File: src/rtl/count_cycle_gen.sv
// count_cycle_gen: tags AXI-Stream beats with a frame position (up/down) and a final flag,
// using a split-carry counter, two pipeline stages and an output FIFO. Option: COUNT_CYCLE_FRAME_ID_EN.
module count_cycle_gen #(
  parameter int DATA_WIDTH      = 32,
  parameter int CNT_WIDTH       = 16,
  parameter int FIFO_ADDR_WIDTH = 3,
  parameter int FRAME_ID_WIDTH  = 8
) (
  input  logic                      clk,
  input  logic                      sync_reset,
  input  logic                      s_axis_tvalid,
  input  logic [DATA_WIDTH-1:0]     s_axis_tdata,
  output logic                      s_axis_tready,
  input  logic [CNT_WIDTH-1:0]      cnt_limit,
  input  logic                      cnt_up,
  output logic                      m_axis_tvalid,
  output logic [DATA_WIDTH-1:0]     m_axis_tdata,
  output logic [CNT_WIDTH-1:0]      m_axis_count,
  output logic                      m_axis_final_cnt,
  output logic [FRAME_ID_WIDTH-1:0] m_axis_frame_id,
  input  logic                      m_axis_tready
);
  localparam int LO_W   = CNT_WIDTH / 2;
  localparam int HI_W   = CNT_WIDTH - LO_W;
  localparam int DEPTH  = 1 << FIFO_ADDR_WIDTH;
  localparam int BASE_W = 1 + CNT_WIDTH + DATA_WIDTH;
`ifdef COUNT_CYCLE_FRAME_ID_EN
  localparam int WORD_W = FRAME_ID_WIDTH + BASE_W;
`else
  localparam int WORD_W = BASE_W;
`endif
  localparam logic [LO_W:0]            LO_ONE = (LO_W+1)'(1);
  localparam logic [FIFO_ADDR_WIDTH:0] AFULL  = (FIFO_ADDR_WIDTH+1)'(DEPTH - 3);

  typedef enum logic {ST_START, ST_RUN} state_t;

  state_t               state_q;
  logic                 up_q;
  logic [CNT_WIDTH-1:0] lim_q;
  logic [LO_W-1:0]      lo_q;
  logic [HI_W-1:0]      hi_q;
  logic                 pend_q;

  logic                 accept;
  logic                 beat_up;
  logic [CNT_WIDTH-1:0] beat_lim;
  logic [LO_W-1:0]      beat_lo;
  logic [HI_W-1:0]      beat_hi_raw;
  logic                 beat_pend;
  logic [HI_W-1:0]      beat_hi;
  logic                 beat_final;
  logic [LO_W-1:0]      lo_next;
  logic                 lo_carry;

  assign accept = s_axis_tvalid & s_axis_tready & ~sync_reset;

  // The high half lags by one cycle: pend_q holds the low-half carry/borrow not yet folded in.
  always_comb begin
    if (state_q == ST_START) begin
      beat_up     = cnt_up;
      beat_lim    = cnt_limit;
      beat_lo     = cnt_up ? '0 : cnt_limit[LO_W-1:0];
      beat_hi_raw = cnt_up ? '0 : cnt_limit[CNT_WIDTH-1:LO_W];
      beat_pend   = 1'b0;
    end else begin
      beat_up     = up_q;
      beat_lim    = lim_q;
      beat_lo     = lo_q;
      beat_hi_raw = hi_q;
      beat_pend   = pend_q;
    end
    beat_hi    = beat_up ? beat_hi_raw + HI_W'(beat_pend) : beat_hi_raw - HI_W'(beat_pend);
    beat_final = beat_up ? ({beat_hi, beat_lo} == beat_lim) : ({beat_hi, beat_lo} == '0);
    {lo_carry, lo_next} = beat_up ? {1'b0, beat_lo} + LO_ONE : {1'b0, beat_lo} - LO_ONE;
  end

  always_ff @(posedge clk or posedge sync_reset) begin
    if (sync_reset) begin
      state_q <= ST_START;
      up_q    <= 1'b0;
      lim_q   <= '0;
      lo_q    <= '0;
      hi_q    <= '0;
      pend_q  <= 1'b0;
    end else if (accept) begin
      lo_q    <= lo_next;
      hi_q    <= beat_hi;
      pend_q  <= lo_carry;
      if (state_q == ST_START) begin
        lim_q <= cnt_limit;
        up_q  <= cnt_up;
      end
      state_q <= beat_final ? ST_START : ST_RUN;
    end else begin
      hi_q   <= up_q ? hi_q + HI_W'(pend_q) : hi_q - HI_W'(pend_q);
      pend_q <= 1'b0;
    end
  end

  logic [WORD_W-1:0] s1_word_d;
`ifdef COUNT_CYCLE_FRAME_ID_EN
  logic [FRAME_ID_WIDTH-1:0] frame_q;
  always_ff @(posedge clk or posedge sync_reset) begin
    if (sync_reset)
      frame_q <= '0;
    else if (accept && beat_final)
      frame_q <= frame_q + 1'b1;
  end
  assign s1_word_d = {frame_q, beat_final, beat_hi, beat_lo, s_axis_tdata};
`else
  assign s1_word_d = {beat_final, beat_hi, beat_lo, s_axis_tdata};
`endif

  logic              s1_valid_q, s2_valid_q;
  logic [WORD_W-1:0] s1_word_q, s2_word_q;

  always_ff @(posedge clk or posedge sync_reset) begin
    if (sync_reset) begin
      s1_valid_q <= 1'b0;
      s1_word_q  <= '0;
      s2_valid_q <= 1'b0;
      s2_word_q  <= '0;
    end else begin
      s1_valid_q <= accept;
      s1_word_q  <= s1_word_d;
      s2_valid_q <= s1_valid_q;
      s2_word_q  <= s1_word_q;
    end
  end

  // Output register is part of the FIFO; it is refilled from memory, or from stage 2 when memory is empty.
  logic [WORD_W-1:0]          mem [DEPTH];
  logic [FIFO_ADDR_WIDTH-1:0] wr_ptr_q, rd_ptr_q;
  logic [FIFO_ADDR_WIDTH:0]   mem_cnt_q;
  logic [FIFO_ADDR_WIDTH:0]   inflight_q;
  logic                       out_valid_q;
  logic [WORD_W-1:0]          out_word_q;
  logic                       pop, load_out, mem_rd, bypass, mem_wr;

  assign pop      = out_valid_q & m_axis_tready;
  assign load_out = ~out_valid_q | pop;
  assign mem_rd   = load_out & (mem_cnt_q != '0);
  assign bypass   = load_out & (mem_cnt_q == '0) & s2_valid_q;
  assign mem_wr   = s2_valid_q & ~bypass;

  always_ff @(posedge clk) begin
    if (mem_wr)
      mem[wr_ptr_q] <= s2_word_q;
  end

  always_ff @(posedge clk or posedge sync_reset) begin
    if (sync_reset) begin
      wr_ptr_q    <= '0;
      rd_ptr_q    <= '0;
      mem_cnt_q   <= '0;
      inflight_q  <= '0;
      out_valid_q <= 1'b0;
      out_word_q  <= '0;
    end else begin
      if (mem_wr)
        wr_ptr_q <= wr_ptr_q + 1'b1;
      if (mem_rd)
        rd_ptr_q <= rd_ptr_q + 1'b1;
      if (mem_wr && !mem_rd)
        mem_cnt_q <= mem_cnt_q + 1'b1;
      else if (!mem_wr && mem_rd)
        mem_cnt_q <= mem_cnt_q - 1'b1;
      if (accept && !pop)
        inflight_q <= inflight_q + 1'b1;
      else if (!accept && pop)
        inflight_q <= inflight_q - 1'b1;
      if (load_out) begin
        if (mem_rd) begin
          out_valid_q <= 1'b1;
          out_word_q  <= mem[rd_ptr_q];
        end else if (bypass) begin
          out_valid_q <= 1'b1;
          out_word_q  <= s2_word_q;
        end else begin
          out_valid_q <= 1'b0;
        end
      end
    end
  end

  // inflight_q counts every beat from accept to emit, so the FIFO can never be overrun.
  assign s_axis_tready    = inflight_q < AFULL;
  assign m_axis_tvalid    = out_valid_q;
  assign m_axis_tdata     = out_word_q[DATA_WIDTH-1:0];
  assign m_axis_count     = out_word_q[DATA_WIDTH +: CNT_WIDTH];
  assign m_axis_final_cnt = out_word_q[DATA_WIDTH + CNT_WIDTH];
`ifdef COUNT_CYCLE_FRAME_ID_EN
  assign m_axis_frame_id  = out_word_q[WORD_W-1 -: FRAME_ID_WIDTH];
`else
  assign m_axis_frame_id  = '0;
`endif
endmodule

File: config.mk
export PLATFORM = sky130hd
export DESIGN_NAME = count_cycle_gen
export DESIGN_NICKNAME = d
export VERILOG_FILES = /design/src/rtl/count_cycle_gen.sv
export SDC_FILE = /design/constraint.sdc
export NUM_CORES = 1
export LEC_CHECK = 0
export ABC_AREA = 1
export CORE_ASPECT_RATIO = 0.5
export CORE_UTILIZATION = 44
export CTS_CLUSTER_DIAMETER = 60
export DETAILED_ROUTE_END_ITERATION = 8
export REMOVE_ABC_BUFFERS = 1
export SETUP_SLACK_MARGIN = 0.02
export SYNTH_ARGS = -nofsm -noshare
export SYNTH_HDL_FRONTEND = slang
export SYNTH_SLANG_ARGS = --single-unit
File: constraint.sdc
create_clock -name clk -period 6.3 [get_ports clk]
set_input_delay 0.945 -clock clk [delete_from_list [all_inputs] [get_ports clk]]
set_output_delay 0.945 -clock clk [all_outputs]
set_load 0.1 [all_outputs]
Word-level counts from Yosys, hierarchy flattened
Memories as Yosys holds them, arrays and structs flattened.
Index checks and enable logic that the tools add are counted.

word-level totals
  register bits after elaboration = 199
  RAM bits = 392
  output and inout bits = 59
  word-level logic and storage cells = 81
  memories kept = 1

operators by class
  $add $sub $neg = 12
  $lt $le $gt $ge = 1
  equal/unequal tests = 1
  muxes and demuxes = 24
  bitwise gates (word level) = 11
  reduce and logical (&&, ||, !) cells = 15

memory list
  memory  depth  width  read ports  clocked after Yosys merged registers in  write ports  RTL line  source
  mem     8      49     1           0                                        1            132       logic [WORD_W-1:0] mem [DEPTH];

operator list
  cell                   number
  $mux W49               2
  $mux W8                7
  $add A8 B1 Y8          2
  $eq A16 B16 Y1         1
  $logic_not A16 Y1      1
  $mux W16               1
  $mux W4                4
  $sub A8 B1 Y8          2
  $add A8 B1 Y9 const B  1
  $mux W1                9
  $mux W9                1
  $sub A8 B1 Y9 const B  1
  $add A4 B1 Y4 const B  2
  $sub A4 B1 Y4 const B  2
  $and A1 B1 Y1          7
  $add A3 B1 Y3 const B  2
  $reduce_bool A2 Y1     3
  $logic_and A1 B1 Y1    4
  $logic_not A1 Y1       4
  $logic_not A4 Y1       1
  $lt A4 B3 Y1 const B   1
  $reduce_bool A4 Y1     1
  $not A1 Y1             3
  $reduce_and A2 Y1      1
  $or A1 B1 Y1           1

Depth between registers and ports, before layout
Gate-level depths: netlist (run 1).

  depth in word-level cells = 10
  gate-level depth with buffers = 22

Worst setup path before layout (run 1)
Ideal clock, no wire load.

  path type = in2reg
  start point = input port sync_reset
  end point = register inflight_q[3]
  data arrival time = 7.651 ns
  setup slack = -1.476 ns
  cell stages on the path = 13
  buffers on the path = 1
  path through = inv_1 -> nand3_1 -> clkinv_1 -> buf_2 -> ha_1 -> inv_1 -> ha_1 -> a21o_1 -> a21oi_1 -> nand2_1 -> nand2_1 -> nor2_1 -> xor2_1

between the ends
  longest elaborated chain between the ends = 5

ends and longest elaborated chain
  item                          RTL line  source
  start, declared               10        input logic sync_reset,
  $not A1 Y1 *                  55        assign accept = s_axis_tvalid & s_axis_tready & ~sync_reset;
  $and A1 B1 Y1 *               55
  net accept                    44        logic accept;
  $logic_not A1 Y1              170       else if (!accept && pop)
  $logic_and A1 B1 Y1           170
  $reduce_bool A2 Y1 (no line)  n/a
  end signal, assigned          169       inflight_q <= inflight_q + 1'b1;
  end signal, assigned          171       inflight_q <= inflight_q - 1'b1;
  end, declared                 135       logic [FIFO_ADDR_WIDTH:0] inflight_q;

Mark *: on every way through the listed nets, which the timed path passes. The rest lies on a longest branch.
A chain may end at the register's enable or synchronous reset.

Final worst setup path (run 1)
  start point = input port sync_reset
  end point = register inflight_q[3]

between the ends
  longest elaborated chain between the ends = 5

ends and longest elaborated chain
  item                          RTL line
  $not A1 Y1 *                  55
  $and A1 B1 Y1 *               55
  $logic_not A1 Y1              170
  $logic_and A1 B1 Y1           170
  $reduce_bool A2 Y1 (no line)  n/a

Every way passes the cells marked *; elsewhere a longest branch is shown, timed or not.

==> results of run 1 <==
[state kept, by name, indices dropped and copies added (netlist names), 4 cells and up]
register / flops
lo_q: 8
mem_cnt_q: 4
out_word_q: 49
mem: 392
lim_q: 16
s2_word_q: 49
s1_word_q: 49
hi_q: 8
inflight_q: 4
[synthesized netlist by cell type (17+ instances only)]
| cell type | n |
|---|---|
| sky130_fd_sc_hd__o21ai_0 | 235 |
| sky130_fd_sc_hd__a21oi_1 | 114 |
| sky130_fd_sc_hd__buf_2 | 17 |
| sky130_fd_sc_hd__nor2_1 | 287 |
| sky130_fd_sc_hd__ha_1 | 26 |
| sky130_fd_sc_hd__inv_1 | 72 |
| sky130_fd_sc_hd__edfxtp_1 | 392 |
| sky130_fd_sc_hd__dfrtp_1 | 199 |
| sky130_fd_sc_hd__nand2_1 | 174 |
| sky130_fd_sc_hd__clkbuf_1 | 82 |
| sky130_fd_sc_hd__nand3_1 | 77 |
| sky130_fd_sc_hd__o221ai_1 | 86 |
[cells by family after synthesis]
logic type | share of synthesized area, %
flip-flops | 71.21
AND/OR/NAND/NOR | 10.38
AO/OA/AOI/OAI | 12.07
buffers and inverters | 3.691
adder cells (fa/ha/maj) | 1.723
XOR/XNOR | 0.8138
multiplexers | 0.09573
other | 0.01594
[per-layer routing]
layer  vias up  track usage, %
met5         -               0
met4         0           4.228
met1      7470           27.71
li1       6973               -
met3        70           2.843
met2       326           33.23
[power breakdown]
group | internal [mW] | leakage, nW | switching, mW
registers | 4.83 | 5.91 | 0.599
clock network | 1.71 | 0.822 | 1.40
logic | 1.45 | 3.10 | 3.72
[how the worst max path moves through the flow]
stage	startpoint	endpoint	slack, ns	cells past startpoint
floorplan	sync_reset	inflight_q[3]	-2.87	12
global placement	sync_reset	inflight_q[3]	1.55	14
detailed placement	sync_reset	inflight_q[3]	1.48	14
CTS	sync_reset	inflight_q[3]	2.10	14
global route	sync_reset	inflight_q[3]	1.79	14
finish	sync_reset	inflight_q[3]	2.14	14
[per-stage QoR]
| step | std cells | worst slack, ns | setup TNS, ns |
|---|---|---|---|
| global route | 2722 | 1.786 | 0 |
| finish | 2722 | 2.144 | 0 |
| detailed placement | 2625 | 1.482 | 0 |
| CTS | 2722 | 2.102 | 0 |
| floorplan | 1800 | -2.870 | -232.73 |
| global placement | 2625 | 1.546 | 0 |
[area by class of cell]
cell class                 instances  area [sq um]  area share, %
clock inverter                    27         206.4         0.7699
clock buffer                      70          1460          5.445
tap                              701         877.1          3.271
sequential                       591         16760          62.50
multi-input combinational       1127          5988          22.33
inverter                          82         322.8          1.204
timing repair buffer             124          1201          4.479
==> impl_summary.txt, run 1 <==
----------------------------------------------------
[Run status]
  Run status ... finished clean

[Clocking]
  Worst skew pair latency ... 0.59 ns
  Number of clock sinks seen by CTS ... 591
  Number of buffers created by CTS ... 52
  Setup repair bufs after CTS ... 0
  Clock buffer depth ... 3
  Deepest level of the CTS H-tree ... 2
  Resized Gates After CTS ... 0
  CTS Root Buffer Type ... sky130_fd_sc_hd__clkbuf_16
  CTS clk-pin slew, worst paths ... 0.06 ns
  CTS tree ... built
  Number of buffers inserted by hold repair at cts ... 0

[Place]
  Final estimated routing congestion in global placement ... 0.7770
  Detailed-placement wirelength estimate ... 26.60 mm
  Total cell area at the placement stage ... 25150 sq um
  Count of port buffers added during placement ... 103

[Synthesis]
  Portion of the post-synthesis area used by sequential elements ... 71.21%
  Ranking of synthesized cells by area ... sky130_fd_sc_hd__edfxtp_1 50%, sky130_fd_sc_hd__dfrtp_1 21%, sky130_fd_sc_hd__o21ai_0 5.0%
  Count of flip-flops with a built-in enable after synthesis ... 392
  Top cell type's share of synthesized area ... 50.04%
  Flop and latch count out of synthesis ... 591
  Syn_area_per_cell ... 12.30 sq um
  YS warnings ... 0
  Count of cell types in the netlist ... 48
  Async S/R FF share, synth ... 33.67%
  Cell type with the largest total area after synthesis ... sky130_fd_sc_hd__edfxtp_1
  Cell area after synthesis ... 23520 sq um
  Number of instances in the synthesized netlist ... 1912
  Prevailing post-synth register cell ... sky130_fd_sc_hd__edfxtp_1

[Drt]
  Wirelength, routed ... 53.24 mm
  Met3 wire length ... 2.686 mm
  Detail-routed net length per standard cell ... 19.56 microns
  Initial detailed-routing violation count ... 1195
  DR vias/cell ... 5.452
  Number of nets still failing antenna checks after routing ... 0
  Number of remaining DRC errors ... 0
  Vias ... 14840
  Top Layer Used ... met4
  1st-pass router iterations ... 7
  Met2 routed wirelength ... 25.27 mm
  Wire length on met1 ... 24.53 mm

[Critical path]
  CP Buf/Inv Count ... 5
  Startpoint-to-endpoint class of the critical path ... input pin to flop
  Critical Path RT ... 6.77 ns
  Delay of the slowest critical-path stage ... 0.76 ns
  Cells along the critical path ... clkdlybuf4s50_1, inv_8, nand3_1, buf_4, clkinv_1, ha_1, inv_1, ha_1, a21o_1, a21oi_1, nand2_1, nand2_1, nor2_1, xor2_1
  Startpoint of the worst-slack reg-to-reg timing path ... inflight_q[0]
  Worst reg2reg endpoint ... inflight_q[3]
  Highest net fanout along the worst path ... 82
  Startpoint kind of the worst setup timing path ... input pin
  Crit path max-delay cell type ... sky130_fd_sc_hd__clkinv_1
  Number of cell instances on the worst register-to-register path ... 15
  Register-to-Register Setup Slack ... 2.74 ns
  Kind of end point of the critical path ... flop
  Dominant delay contributor by cell family on the critical path ... buffers and inverters
  Critical Path AT ... 4.62 ns

[Global routing]
  Vias in the first global route ... 14680
  Largest net degree at the start of global routing ... 161
  Number of antenna violations at the first check in global routing ... 0
  Wire length of the first global-routing pass ... 83.14 mm
  Overall track demand over capacity in global routing ... 19.85%
  Grt ovf ... 0

[Finish]
  Filler Cell Count ... 4514
  Area growth syn-to-layout ... 13.99%
  Share of cells above drive strength 1 ... 7.768%
  Diode insertion count for antenna repair ... 0
  Area of all placed cells without fillers ... 26820 sq um
  Commonest cells after routing, fill and taps aside ... 392 x sky130_fd_sc_hd__edfxtp_1, 287 x sky130_fd_sc_hd__nor2_1, 235 x sky130_fd_sc_hd__o21ai_0
  End-of-flow core utilization ... 51.16%
  Most common cell after layout, fill and taps aside ... sky130_fd_sc_hd__edfxtp_1
  Final net count ... 2061

[STA]
  Setup repair after global routing missed its margin ... false
  Top achievable clock speed ... 0.2406 GHz
  Hold slack final ... 0.3413 ns
  Worst-margin pin slew ... 1.089 ns
  Setup violators final ... 0
  Headroom to the max-slew limit ... 27.38%
  Clock skew after layout ... 0.02646 ns
  Number of pins with negative max-slew slack in the final report ... 0
  Count of endpoints failing hold in the final timing report ... 0
  Period Utilization, post-route ... 65.96%
  Post-layout minimum cycle time ... 4.156 ns

[Floorplanning]
  Initial standard-cell utilization of the core ... 44.88%
  Horizontal extent of the die ... 329.0 microns
  Placeable Area ... 52410 sq um
  DIE AREA ... 54450 sq um
  Number of standard-cell rows in the floorplan ... 59
  Ports ... 112
  DIE HEIGHT ... 165.5 microns

[Power]
  P_leak ... 9.830 nW
  Overall power after layout ... 13.72 mW
  Largest voltage drop on the vdd net ... 275.2 uV
  Cell Pwr Density ... 511.6 nW/um^2

[Min path]
  Worst hold path stage count ... 0
  Class of the worst hold path ... flop to flop
  Worst Hold Launch ... s1_word_q[22]
  Worst Hold Endpoint ... s2_word_q[22]

[Flow run]
  Max-cap violation count ... 0

----------------------------------------------------
Power figures use the tool's default switching activity.
==> inputs of run 2 (changes only) <==
==> constraint.sdc (replaced) <==
create_clock -name clk -period 3.85 [get_ports clk]
set_input_delay 0.5775 -clock clk [delete_from_list [all_inputs] [get_ports clk]]
set_output_delay 0.5775 -clock clk [all_outputs]
set_load 0.1 [all_outputs]
==> run 2 against run 1 <==
  * Global-route usage is 0.057 points higher
  * Worst setup slack worse by 1.3 ns
  * Clock-buffer cell count is 6 higher
  * Cell count is 0.37% higher
  * Wire length is 0.82% higher
  * Register-to-register slack worse by 1.7 ns
==> impl_summary.txt, run 2 (synthesis gave the netlist of run 1 again) <==
----------------------------------------------------
[STA]
  Headroom to the max-slew limit ... 33.17%
  Sum Neg Setup Slack ... 0 ns
  Setup repair after global routing missed its margin ... false
  Post-layout minimum cycle time ... 3.006 ns
  Clock skew after layout ... 0.02541 ns
  Period Utilization, post-route ... 78.08%
  Setup violators final ... 0
  Count of endpoints failing hold in the final timing report ... 0
  Top achievable clock speed ... 0.3327 GHz
  Number of pins with negative max-slew slack in the final report ... 0
  Worst-margin pin slew ... 0.9994 ns

[Drt]
  Initial detailed-routing violation count ... 1240
  DR vias/cell ... 5.454
  Wirelength, routed ... 53.67 mm
  Detail-routed net length per standard cell ... 19.65 microns
  1st-pass router iterations ... 5
  Vias ... 14900
  Number of remaining DRC errors ... 0
  Number of nets still failing antenna checks after routing ... 0

[Clocking]
  Deepest level of the CTS H-tree ... 2
  CTS clk-pin slew, worst paths ... 0.07 ns
  Resized Gates After CTS ... 0
  Number of buffers inserted by hold repair at cts ... 0
  CTS Root Buffer Type ... sky130_fd_sc_hd__clkbuf_16
  Setup repair bufs after CTS ... 0
  CTS tree ... built
  Number of buffers created by CTS ... 53
  Clock buffer depth ... 3
  Number of clock sinks seen by CTS ... 591
  Worst skew pair latency ... 0.60 ns

[Power]
  Cell Pwr Density ... 833.6 nW/um^2
  Largest voltage drop on the vdd net ... 550.6 uV
  Switching fraction of total power ... 41.89%
  Power share of the sequential group ... 38.6%
  P_leak ... 9.888 nW
  Gate power share ... 39.0%
  Internal portion of total power ... 13.08 mW
  Clock power share ... 22.4%
  NetSw ... 9.428 mW

[Floorplanning]
  Initial standard-cell utilization of the core ... 44.88%
  Ports ... 112
  Number of standard-cell rows in the floorplan ... 59
  DIE HEIGHT ... 165.5 microns
  DIE AREA ... 54450 sq um
  Horizontal extent of the die ... 329.0 microns
  Placeable Area ... 52410 sq um

[Place]
  Final estimated routing congestion in global placement ... 0.8025
  Count of port buffers added during placement ... 103
  Total cell area at the placement stage ... 25350 sq um
  Detailed-placement wirelength estimate ... 27.57 mm
  Placed insts ... 2633

[Finish]
  Most common cell after layout, fill and taps aside ... sky130_fd_sc_hd__edfxtp_1
  Filler Cell Count ... 4497
  Diode insertion count for antenna repair ... 0
  Area of all placed cells without fillers ... 27000 sq um
  Share of cells above drive strength 1 ... 7.632%
  Commonest cells after routing, fill and taps aside ... 392 x sky130_fd_sc_hd__edfxtp_1, 287 x sky130_fd_sc_hd__nor2_1, 235 x sky130_fd_sc_hd__o21ai_0
  Area growth syn-to-layout ... 14.78%
  Register ranked first by flip-flop count ... mem
  End-of-flow core utilization ... 51.51%
  Final cell count without fillers ... 2732
  Number of flip-flops in the largest register ... 392
  Final net count ... 2070

[Critical path]
  Crit path max-delay cell type ... sky130_fd_sc_hd__clkdlybuf4s50_1
  Highest net fanout along the worst path ... 4
  Startpoint-to-endpoint class of the critical path ... flop to output pin
  Delay of the slowest critical-path stage ... 1.12 ns
  Critical Path RT ... 3.27 ns
  Kind of end point of the critical path ... output pin
  Cells along the critical path ... o21ai_0, nand2_1, inv_1, clkdlybuf4s50_1
  Critical Path AT ... 2.43 ns
  Startpoint kind of the worst setup timing path ... flop

[Global routing]
  Wire length of the first global-routing pass ... 83.39 mm
  Grt ovf ... 0
  Largest net degree at the start of global routing ... 199
  Number of antenna violations at the first check in global routing ... 0
  Overall track demand over capacity in global routing ... 19.91%
  Vias in the first global route ... 14440

[Flow run]
  Max-cap violation count ... 0

[Min path]
  Class of the worst hold path ... flop to flop

[Run status]
  Run status ... finished clean

----------------------------------------------------
-- run 2: changes by cell type in the layout (fill, tap and decap cells not counted), moves of 2 or more --
cell | before | now
sky130_fd_sc_hd__buf_12 | 1 | 13
sky130_fd_sc_hd__clkinv_2 | 13 | 5
sky130_fd_sc_hd__clkbuf_1 | 10 | 17
sky130_fd_sc_hd__clkinv_1 | 8 | 13
sky130_fd_sc_hd__buf_4 | 20 | 16
sky130_fd_sc_hd__bufinv_16 | 2 | 0
sky130_fd_sc_hd__clkbuf_8 | 7 | 5
sky130_fd_sc_hd__inv_16 | 0 | 2
-- run 2: final timing paths --
path                               start             to  slack, ns  cells past startpoint
setup / recovery           inflight_q[0]  s_axis_tready       0.84                      4
hold / removal             s1_word_q[21]  s2_word_q[21]       0.34                      0
setup reg to reg                 state_q         pend_q       1.02                     17
hold reg to reg            s1_word_q[21]  s2_word_q[21]       0.34                      0
max in group asynchronous     sync_reset  out_word_q[7]       1.89                      4
min in group asynchronous     sync_reset  inflight_q[3]       0.37                      2
-- run 2: power groups by stage --
stage	Clock (mW)	Sequential [mW]	Combinational, mW
floorplan	0	10.8	4.11
global placement	0	8.81	8.70
detailed placement	0	8.83	8.80
CTS	5.15	8.70	8.82
global route	5.42	8.82	9.58
finish	5.04	8.70	8.77
-- run 2: cell type report --
class	instances	area, sq um	share of cell area, %
Timing Repair Buffer	132	1411	5.227
Sequential cell	591	16760	62.06
Inverter	82	320.3	1.186
Tap cell	701	877.1	3.249
Multi-Input combinational cell	1127	5988	22.18
Clock buffer	76	1484	5.496
Clock inverter	23	161.4	0.5978
-- run 2: critical path: cells and delay by family (launching register included) --
kind                   cells  cell delay, ns
and+or+nand+nor            1            0.06
buffers and inverters      2            1.18
AOI/OAI and AO/OA          1            0.17
DFF                        1            0.43
-- run 2: through the flow --
stage	worst slack (ns)	hold slack (ns)	total power, mW
detailed placement	0.3487	0.3347	17.63
global route	0.6230	0.3395	23.81
floorplan	-4.953	0.3312	14.92
global placement	0.4272	0.3326	17.51
finish	0.8440	0.3416	22.51
CTS	0.8003	0.3412	22.67
-- run 2: metal layers --
metal | GRT usage [%] | vias to the layer above | part of all wire [%]
met2 | 33.00 | 345 | 48
met5 | 0 | - | 0
met3 | 2.664 | 59 | 4.9
met1 | 28.42 | 7491 | 46
li1 | - | 7006 | -
met4 | 3.594 | 0 | 1.2
==> inputs of run 3 (changes only) <==
==> constraint.sdc (replaced) <==
create_clock -name clk -period 2.98 [get_ports clk]
set_input_delay 0.447 -clock clk [delete_from_list [all_inputs] [get_ports clk]]
set_output_delay 0.447 -clock clk [all_outputs]
set_load 0.1 [all_outputs]
==> run 3 against run 2 <==
  * Hold slack worse by 0.061 ns
  * First-iteration DRC count is 22% higher
  * Die area unchanged
  * Sequential power up 29%
  * Critical path depth up 11
  * Wire length rose by 1.2%
  * Clock skew about the same
  * Sequential cell count did not move
  * Non-clock buffer count grew 20
  * Largest power group unchanged
==> impl_summary.txt, run 3 (synthesis gave the netlist of run 1 again) <==
----------------------------------------------------
[Finish]
  Commonest cells after routing, fill and taps aside ... 392 x sky130_fd_sc_hd__edfxtp_1, 287 x sky130_fd_sc_hd__nor2_1, 235 x sky130_fd_sc_hd__o21ai_0
  End-of-flow core utilization ... 51.67%
  Register ranked first by flip-flop count ... mem
  Most common cell after layout, fill and taps aside ... sky130_fd_sc_hd__edfxtp_1
  Final net count ... 2088
  Share of cells above drive strength 1 ... 11.23%
  Diode insertion count for antenna repair ... 0
  Number of flip-flops in the largest register ... 392
  Final cell count without fillers ... 2749
  Area growth syn-to-layout ... 15.12%

[Critical path]
  Startpoint-to-endpoint class of the critical path ... flop to flop
  Critical Path AT ... 3.13 ns
  Cells along the critical path ... buf_4, nand3_4, clkinv_1, ha_1, inv_1, o21bai_2, inv_2, nand2_1, nand2_1, nand2_1, inv_1, nor3_1, nand4_1, nand3_1, nand2_1
  Kind of end point of the critical path ... flop
  Crit path max-delay cell type ... sky130_fd_sc_hd__dfrtp_2
  Cell occurring most often along the worst timing path ... sky130_fd_sc_hd__nand2_1
  Critical path depth ... 15
  Startpoint of the worst-slack reg-to-reg timing path ... state_q
  CP Buf/Inv Count ... 5
  Startpoint kind of the worst setup timing path ... flop
  Setup crit start ... state_q
  Highest net fanout along the worst path ... 14
  Number of cell instances on the worst register-to-register path ... 15
  Critical Path RT ... 3.47 ns
  Dominant delay contributor by cell family on the critical path ... simple AND/OR/NAND/NOR gates
  Delay of the slowest critical-path stage ... 0.48 ns

[Clocking]
  Worst skew pair latency ... 0.60 ns
  CTS clk-pin slew, worst paths ... 0.08 ns
  Clock buffer depth ... 3
  CTS Root Buffer Type ... sky130_fd_sc_hd__clkbuf_16
  Resized Gates After CTS ... 0
  Deepest level of the CTS H-tree ... 2
  Setup repair bufs after CTS ... 0
  CTS tree ... built
  Number of buffers created by CTS ... 51
  Number of clock sinks seen by CTS ... 591
  Number of buffers inserted by hold repair at cts ... 0

[Flow run]
  Max-cap violation count ... 0

[Min path]
  Worst hold path stage count ... 1
  Worst Hold Launch ... s_axis_tdata[22]
  Class of the worst hold path ... input pin to flop

[Power]
  Largest voltage drop on the vdd net ... 671.5 uV
  Clock power share ... 22.3%
  Internal portion of total power ... 17.00 mW
  Power share of the sequential group ... 38.2%
  Cell Pwr Density ... 1081 nW/um^2
  Gate power share ... 39.5%
  Switching fraction of total power ... 41.92%
  NetSw ... 12.27 mW
  P_leak ... 10.05 nW

[STA]
  Top achievable clock speed ... 0.3795 GHz
  Worst Slack Setup Final ... 0.3451 ns
  Headroom to the max-slew limit ... 40.02%
  Count of endpoints failing hold in the final timing report ... 0
  Clock skew after layout ... 0.02583 ns
  Post-layout minimum cycle time ... 2.635 ns
  Setup repair after global routing missed its margin ... false
  Worst-margin pin slew ... 0.8997 ns
  Period Utilization, post-route ... 88.42%
  Setup violators final ... 0
  Number of pins with negative max-slew slack in the final report ... 0

[Place]
  Final estimated routing congestion in global placement ... 0.8219
  Worst setup slack before clock tree synthesis ... -0.03325 ns
  Placed insts ... 2653
  Count of port buffers added during placement ... 103
  Detailed-placement wirelength estimate ... 28.33 mm

[Global routing]
  Number of antenna violations at the first check in global routing ... 0
  Routing layer with the top usage in global route ... met2
  Largest net degree at the start of global routing ... 146
  Grt met3 use ... 2.843%
  Overall track demand over capacity in global routing ... 20.14%
  Grt ovf ... 0
  GR Layer Usage met1 ... 28.89%
  Global routing usage on met2 ... 33.07%
  Wire length of the first global-routing pass ... 84.12 mm
  Vias in the first global route ... 14620

[Floorplanning]
  DIE HEIGHT ... 165.5 microns
  Ports ... 112
  Placeable Area ... 52410 sq um
  DIE AREA ... 54450 sq um
  Number of standard-cell rows in the floorplan ... 59
  Initial standard-cell utilization of the core ... 44.88%
  Horizontal extent of the die ... 329.0 microns

[Drt]
  Number of remaining DRC errors ... 0
  Initial detailed-routing violation count ... 1507
  1st-pass router iterations ... 5
  Vias ... 14990
  Number of nets still failing antenna checks after routing ... 0
  DR vias/cell ... 5.452
  Detail-routed net length per standard cell ... 19.75 microns
  Wirelength, routed ... 54.29 mm

[Run status]
  Run status ... finished clean

----------------------------------------------------
run 3: cell types whose count changed in the layout (fill, tap and decap cells not counted), sizes merged:
| cell | delta |
|---|---|
| clkbuf | +6 |
| clkinvlp | +1 |
| buf | +71 |
| inv | -1 |
| clkinv | -9 |
| clkdlybuf4s50 | -51 |
run 3: power groups by stage:
stage | Clock [mW] | Sequential (mW) | Combinational [mW]
finish | 6.52 | 11.2 | 11.6
global placement | 0 | 11.3 | 11.5
global route | 6.97 | 11.3 | 12.7
detailed placement | 0 | 11.3 | 11.6
floorplan | 0 | 14.0 | 5.31
CTS | 6.63 | 11.2 | 11.6
run 3: final timing paths:
kind                                 end  slack, ns
setup / recovery                 state_q       0.35
hold / removal             s1_word_q[22]       0.28
setup reg to reg                 state_q       0.35
hold reg to reg            s2_word_q[21]       0.34
max in group asynchronous   s1_word_q[4]       1.27
min in group asynchronous  inflight_q[0]       0.50
run 3: routing by layer:
layer	share of wire [%]	vias up
met1	46	7513
met3	5.5	49
li1	-	7037
met4	1.2	0
met2	47	389
met5	0	-
run 3: per-stage QoR:
stage | TNS (ns) | total power, mW | hold slack [ns] | area, sq um
after floorplan | -2208.62 | 19.27 | 0.3312 | 22990
after global placement | 0 | 22.78 | 0.3317 | 25440
after detailed placement | -0.03325 | 22.92 | 0.3347 | 25440
after CTS | 0 | 29.42 | 0.2631 | 27080
after global routing | 0 | 30.94 | 0.2671 | 27080
final | 0 | 29.26 | 0.2809 | 27080
run 3: final cells by class:
type	instances	area, sq um
Multi-Input combinational cell	1127	5988
Clock buffer	82	1524
Clock inverter	14	116.4
Timing Repair Buffer	152	1496
Inverter	82	320.3
Sequential cell	591	16760
Fill cell	4457	25330
Tap cell	701	877.1
